File: src/rtl/clint_timer.sv
// Core-local interruptor: 64-bit mtime/mtimecmp, msip, req/ack register bus, level IRQs.
// Define CLINT_MTIME_WRITE_EN to make MTIME writable; otherwise MTIME is read-only.
module clint_timer #(
  parameter int unsigned TICK_DIV = 1
) (
  input  logic        clk,
  input  logic        rstn,
  input  logic        req_i,
  input  logic        we_i,
  input  logic [31:0] addr_i,
  input  logic [31:0] wdata_i,
  output logic [31:0] rdata_o,
  output logic        ack_o,
  input  logic        time_halt_i,
  output logic        irq_software_o,
  output logic        irq_timer_o
);

  localparam int unsigned   PW        = (TICK_DIV > 1) ? $clog2(TICK_DIV) : 1;
  localparam logic [PW-1:0] PRESC_MAX = PW'(TICK_DIV - 1);

  // Word offsets (addr[15:2]) of the mapped registers.
  localparam logic [13:0] OFF_MSIP    = 14'h0000;
  localparam logic [13:0] OFF_CMP_LO  = 14'h1000;
  localparam logic [13:0] OFF_CMP_HI  = 14'h1001;
  localparam logic [13:0] OFF_TIME_LO = 14'h2FFE;
  localparam logic [13:0] OFF_TIME_HI = 14'h2FFF;

  typedef enum logic {S_IDLE = 1'b0, S_ACK = 1'b1} state_e;

  state_e        state_q, state_d;
  logic          cap;
  logic          commit;
  logic          we_q;
  logic [13:0]   off_q;
  logic [31:0]   wdata_q;
  logic [31:0]   rdata_q, rdata_d;
  logic [31:0]   rd_mux;
  logic [PW-1:0] presc_q, presc_d;
  logic          tick;
  logic [63:0]   mtime_q, mtime_d;
  logic [63:0]   mtimecmp_q, mtimecmp_d;
  logic          msip_q, msip_d;
  logic          irq_timer_q;
  logic          unused_addr;

  assign unused_addr = ^{addr_i[31:16], addr_i[1:0]};

  always_comb begin
    state_d = state_q;
    cap     = 1'b0;
    case (state_q)
      S_IDLE: begin
        if (req_i) begin
          cap     = 1'b1;
          state_d = S_ACK;
        end
      end
      S_ACK:   state_d = S_IDLE;
      default: state_d = S_IDLE;
    endcase
  end

  assign commit = (state_q == S_ACK) && we_q;

  always_comb begin
    rd_mux = '0;
    case (addr_i[15:2])
      OFF_MSIP:    rd_mux = {31'b0, msip_q};
      OFF_CMP_LO:  rd_mux = mtimecmp_q[31:0];
      OFF_CMP_HI:  rd_mux = mtimecmp_q[63:32];
      OFF_TIME_LO: rd_mux = mtime_q[31:0];
      OFF_TIME_HI: rd_mux = mtime_q[63:32];
      default:     rd_mux = '0;
    endcase
  end

  // Read data lives only in the ACK cycle; any other cycle it is zero.
  assign rdata_d = cap ? rd_mux : '0;

  always_comb begin
    presc_d = presc_q;
    tick    = 1'b0;
    if (!time_halt_i) begin
      if (presc_q == PRESC_MAX) begin
        presc_d = '0;
        tick    = 1'b1;
      end else begin
        presc_d = presc_q + PW'(1);
      end
    end
  end

  always_comb begin
    mtimecmp_d = mtimecmp_q;
    msip_d     = msip_q;
    mtime_d    = mtime_q;
    if (commit) begin
      case (off_q)
        OFF_MSIP:   msip_d            = wdata_q[0];
        OFF_CMP_LO: mtimecmp_d[31:0]  = wdata_q;
        OFF_CMP_HI: mtimecmp_d[63:32] = wdata_q;
        default:    ;
      endcase
    end
`ifdef CLINT_MTIME_WRITE_EN
    // A bus write to either half swallows that cycle's tick.
    if (commit && (off_q == OFF_TIME_LO)) begin
      mtime_d[31:0] = wdata_q;
    end else if (commit && (off_q == OFF_TIME_HI)) begin
      mtime_d[63:32] = wdata_q;
    end else if (tick) begin
      mtime_d = mtime_q + 64'd1;
    end
`else
    if (tick) begin
      mtime_d = mtime_q + 64'd1;
    end
`endif
  end

  always_ff @(posedge clk or negedge rstn) begin
    if (!rstn) begin
      state_q     <= S_IDLE;
      we_q        <= 1'b0;
      off_q       <= '0;
      wdata_q     <= '0;
      rdata_q     <= '0;
      presc_q     <= '0;
      mtime_q     <= '0;
      mtimecmp_q  <= '1;
      msip_q      <= 1'b0;
      irq_timer_q <= 1'b0;
    end else begin
      state_q <= state_d;
      if (cap) begin
        we_q    <= we_i;
        off_q   <= addr_i[15:2];
        wdata_q <= wdata_i;
      end
      rdata_q     <= rdata_d;
      presc_q     <= presc_d;
      mtime_q     <= mtime_d;
      mtimecmp_q  <= mtimecmp_d;
      msip_q      <= msip_d;
      irq_timer_q <= (mtime_q >= mtimecmp_q);
    end
  end

  assign ack_o          = (state_q == S_ACK);
  assign rdata_o        = rdata_q;
  assign irq_software_o = msip_q;
  assign irq_timer_o    = irq_timer_q;

endmodule

File: config.mk
export PLATFORM = sky130hd
export DESIGN_NAME = clint_timer
export DESIGN_NICKNAME = d
export VERILOG_FILES = /design/src/rtl/clint_timer.sv
export SDC_FILE = /design/constraint.sdc
export NUM_CORES = 1
export LEC_CHECK = 0
export BUFFER_PORTS_ARGS = -buffer_cell sky130_fd_sc_hd__buf_2
export CAP_MARGIN = 0
export CORE_MARGIN = 4
export CORE_UTILIZATION = 54
export DETAILED_ROUTE_END_ITERATION = 16
export PLACE_DENSITY = 0.77
export SYNTH_ARGS = -nofsm -noshare
export SYNTH_HDL_FRONTEND = slang
export SYNTH_SLANG_ARGS = --single-unit
File: constraint.sdc
create_clock -name clk -period 2.43 [get_ports clk]
set_clock_uncertainty 0.2 [all_clocks]
set_input_delay 0.486 -clock clk [delete_from_list [all_inputs] [get_ports clk]]
set_output_delay 0.486 -clock clk [all_outputs]
set_load 0.005 [all_outputs]
---- Word level (Yosys, flattened, before mapping) ----
Cells that the tools add are included.
storage, ports and cells
  register bits ........................... 211
  input port bits ......................... 69
  output and inout bits ................... 35
  logic and storage cells ................. 35
operators by class
  add/subtract/negate cells ............... 2
  $lt $le $gt $ge ......................... 1
  equality and inequality tests ........... 6
  multiplexer cells ....................... 8
  bitwise logic cells ..................... 1
  reduce and logical (&&, ||, !) cells .... 6
operator list
  kind                                                                number
  32-bit case mux with 5 select lines                                 1
  64-bit by 1-bit adder with 64-bit output (second input constant)    1
  64-bit >= comparator                                                1
  14-bit by 13-bit == test with 1-bit output (second input constant)  4
  32-bit 2-to-1 mux                                                   1
  14-bit == test (second input constant)                              2
  14-bit zero test                                                    2
  2-bit AND reduction                                                 3
  1-bit 2-to-1 mux                                                    5
  1-bit case mux with 2 select lines                                  1
  1-bit adder (second input constant)                                 1
  1-bit logical AND                                                   1
  1-bit NOT                                                           1

---- Depth between registers and ports, before layout ----
  depth after elaboration ................. 3
  depth in mapped cells ................... 8
  depth with buffers taken out ............ 8

---- Worst setup path before layout ----
Ideal clock, no wire load.
  path type ............................... register to register
  from .................................... register mtimecmp_q[46]
  to ...................................... register irq_timer_q, in the netlist irq_timer_o
  library setup time ...................... 0.136 ns
  arrival time ............................ 2.040 ns
  required time ........................... 2.094 ns
  setup slack ............................. 0.054 ns
  stages on the path, launching flop included .. 9
  buffers on the path ..................... 0
  period minus slack after synthesis ...... 2.376 ns
  cell sequence ........................... dfstp_2 > inv_1 > ha_1 > a21oi_1 > nand2_1 > a221o_1 > a211o_1 > a2111oi_0 > o21ai_0
between the ends
  word-level cells in the longest chain between the ends .. 1
RTL lines
  what                      line  RTL
  start: declaration        42    logic [63:0] mtimecmp_q, mtimecmp_d;
  start signal: assignment  144   mtimecmp_q <= mtimecmp_d;
  64-bit >= comparator      146   irq_timer_q <= (mtime_q >= mtimecmp_q);
  end signal: assignment    146
  end: declaration          44    logic irq_timer_q;
No other way between the ends.
A chain may end at the register's enable or synchronous reset.

---- Worst setup path in the final report ----
  from .................................... register mtimecmp_q[37]
  to ...................................... register irq_timer_q, in the netlist irq_timer_o
The elaborated chain is that of the path after synthesis.

==> qor_table.md <==
| Parameter | Reported |
| --- | --- |
| Result of the run | finished, violations left |
| Violated checks | negative setup slack |
| Category of the critical setup timing path | reg2reg |
| Max VDD drop | 0.606 mV |
| Number of nets with antenna violations after detailed routing | 0 |
| Count of max-cap constraint violations | 0 |
| Number of register bits inferred by synthesis | 210 |
| Sequential fraction of the synthesis area | 50.5% |
| Total Nets Final | 1257 |
| Routability cong. | 0.861 |
| Power density normalized to cell area | 632 mW/mm^2 |
| Start point of the critical path | mtimecmp_q[37]$_DFFE_PN1P_ |
| Die span in x | 148 um |
| Transition time at the pin with the least slew margin | 625 ps |
| Clk buf depth | 3 |
| Initial standard-cell utilization of the core | 55.7% |
| Routed length per instance | 17.8 um |
| Core Footprint | 0.0190 sq mm |
| Post-synth top area cell | dfrtp_1 |
| Detailed-placement wirelength estimate | 17300 um |
| Total number of placement rows | 50 |
| Number of antenna violations at the first check in global routing | 0 |
| Synth-to-layout area growth | 22.9% |
| Synth area leaders | dfrtp_1 (35%), dfstp_2 (16%), mux2_2 (12%) |
| H-tree depth | 1 |
| DIE HEIGHT | 148 um |
| Clock insertion delay at the later pin of the skew report | 510 ps |
| Clock Root Buffer | clkbuf_16 |
| Most common cell in the netlist | dfrtp_1 |
| Setup crit end kind | flop |
| Number of iterations in the first detailed-routing pass | 5 |
| Number of vias per cell after detailed routing | 5.61 |
| Slew headroom | 57.9% |
| CTS clock-pin slew for the worst setup and hold paths | 60 ps |
| Leakage Power | 5.93 nW |
| Global router's overall resource usage | 22.7% |
| Final critical-path setup slack | -6.54 ps |
| Fraction of post-synthesis cell area in the top cell type by area | 34.6% |
| GRT overflow | 0 |
| Number of max-slew violations in the final report | 0 |
| Port buffer count | 85 |
| Clock net sink count | 210 |
| Hold wc startpoint | wdata_i[13] |
| Post-layout min period | 2440 ps |
| Worst EP required | 2620 ps |
| Boundary pin count | 104 |
| Number of global-route vias before repair | 8327 |
| Warning count from the yosys run | 0 |
| Total count of hold-check failures in the final report | 0 |
| Average cell area after synthesis | 11.2 sq um |
| Design Power | 0.00820 W |
| Top cells by count, synth | dfrtp_1 (146), mux2_2 (111), inv_1 (75) |
| Clock tree from TritonCTS | yes |
| Primary FF master, synth | dfrtp_1 |
| Maximum number of pins on one net before global-route repair | 54 |
| Unrepaired setup endpoints after global routing | yes |
| Total Routed Length | 24900 um |
| Global-route wire length before repair | 41000 um |
| Arrival time reported for the critical path endpoint | 2630 ps |
| DR vias | 7862 |
| Number of DRC violations after detailed routing | 0 |
| Post-Layout Inst Area | 0.0130 sq mm |
| Slack of the worst reg-to-reg path | -7 ps |
| Final number of setup-violating endpoints | 1 |
| Share of flip-flops with an asynchronous set or reset | 100% |
| Placement Cell Area | 0.0119 sq mm |
| Launching element type of the critical path | flop |
| Share of cells above drive strength 1 | 35.8% |
| Count of distinct cell types in the synthesized netlist | 50 |
| Final critical-path share of the clock period | 100% |
| CTS buffer count | 24 |
| Summed instance area of the synthesized netlist | 0.0106 sq mm |
| Path class of the lowest-slack min-delay path | in2reg |
| Synth Net Count | 1079 |
| Die area | 0.0219 sq mm |
| # diodes | 0 |
| Crit-path max FO | 2 |
| Source of the worst register-to-register timing path | mtimecmp_q[37]$_DFFE_PN1P_ |
| Maximum frequency from static timing analysis | 0.410 GHz |
| Number of instances in the synthesized netlist | 945 |
| Violation count after the first detailed-routing iteration | 529 |
| Count of flip-flops with a built-in enable after synthesis | 0 |
==> flip-flops by register name (all words and copies together) (netlist names) <==
signal,count
irq_timer_o,1
mtimecmp_q,64
off_q,14
ack_o,1
mtime_q,64
we_q,1
wdata_q,32
irq_software_o,1
rdata_o,32
==> final timing paths <==
path | end | cells after the start
setup / recovery | irq_timer_o$_DFF_PN0_ | 8
hold / removal | wdata_q[13]$_DFFE_PN0P_ | 2
setup reg to reg | irq_timer_o$_DFF_PN0_ | 8
hold reg to reg | mtimecmp_q[25]$_DFFE_PN1P_ | 2
max in group asynchronous | mtimecmp_q[32]$_DFFE_PN1P_ | 3
min in group asynchronous | mtime_q[12]$_DFFE_PN0N_ | 2
==> critical path: stages, from the launching register on <==
cell and delay (ps):
dfstp_2 520, inv_1 40, ha_1 300, a21oi_2 130
o21ai_1 100, a221o_1 340, a211o_1 290, a2111oi_4 290
o21ai_1 90
==> power by group <==
group / internal [W] / switching, W
Combinational: 0.000399 / 0.000375
Sequential: 0.00369 / 0.000162
Clock: 0.00220 / 0.00137
Total: 0.00629 / 0.00191
==> cell families (layout without fill, tap and decap cells) <==
group                    Yosys count  count (layout)  share of synthesized area, %
AO/OA/AOI/OAI                    121             121                          7.83
XOR/XNOR                          63              63                          5.23
adder cells (fa/ha/maj)           65              65                          7.70
buffers and inverters            109             305                          3.96
flip-flops                       210             210                          50.5
multiplexers                     112             112                          11.9
AND/OR/NAND/NOR                  265             265                          12.8
==> area by class of cell <==
type | instances | area [sq um]
clock buffers | 41 | 756
clock inverters | 3 | 40.0
fillers | 1386 | 5980
inverters | 75 | 282
multi-input cells | 626 | 4920
flip-flops and latches | 210 | 5340
well taps | 260 | 325
repair buffers | 186 | 1320
==> layout by cell type (no fill, tap or decap), types with 14 or more instances in the layout <==
master,count
buf_4,74
and3_1,14
a21oi_1,21
dfstp_2,64
ha_1,65
nor2_1,64
inv_1,75
mux2_2,111
buf_2,84
nand3_1,30
dlygate4sd3_1,21
a222oi_1,31
xnor2_1,33
nand2_1,73
o21ai_0,41
dfrtp_1,145
clkbuf_16,25
nand4_1,27
xor2_1,30
==> stage by stage <==
stage | util, % | TNS [ps] | hold slack (ps) | instances | worst slack [ps]
floorplan | - | 0 | -9.59 | 945 | 53.7
finish | 68.4 | -6.54 | 13.6 | 1401 | -6.54
detailed placement | 62.6 | -131 | 288 | 1335 | -131
global route | 68.4 | -93.9 | 1.40 | 1401 | -93.9
CTS | 68.0 | 0 | 0.339 | 1399 | 12.1
global placement | 62.6 | -81.0 | 286 | 1335 | -81.0
==> what timing repair did <==
item / in CTS / in global routing
setup endpoints to repair: 1 / 17
hold endpoints to repair: 58 / 1
hold buffers: 20 / 1
setup buffers: 0 / 1
pin swaps: 3 / 3
resized for setup: 7 / 13
==> metal layers <==
metal / share of wire, % / global-route usage [%]
met1: 43 / 30.0
met2: 50 / 39.3
met3: 3.9 / 3.40
met4: 2.5 / 6.10
met5: 0 / 0
No activity file was read; power rests on OpenSTA's default activity.
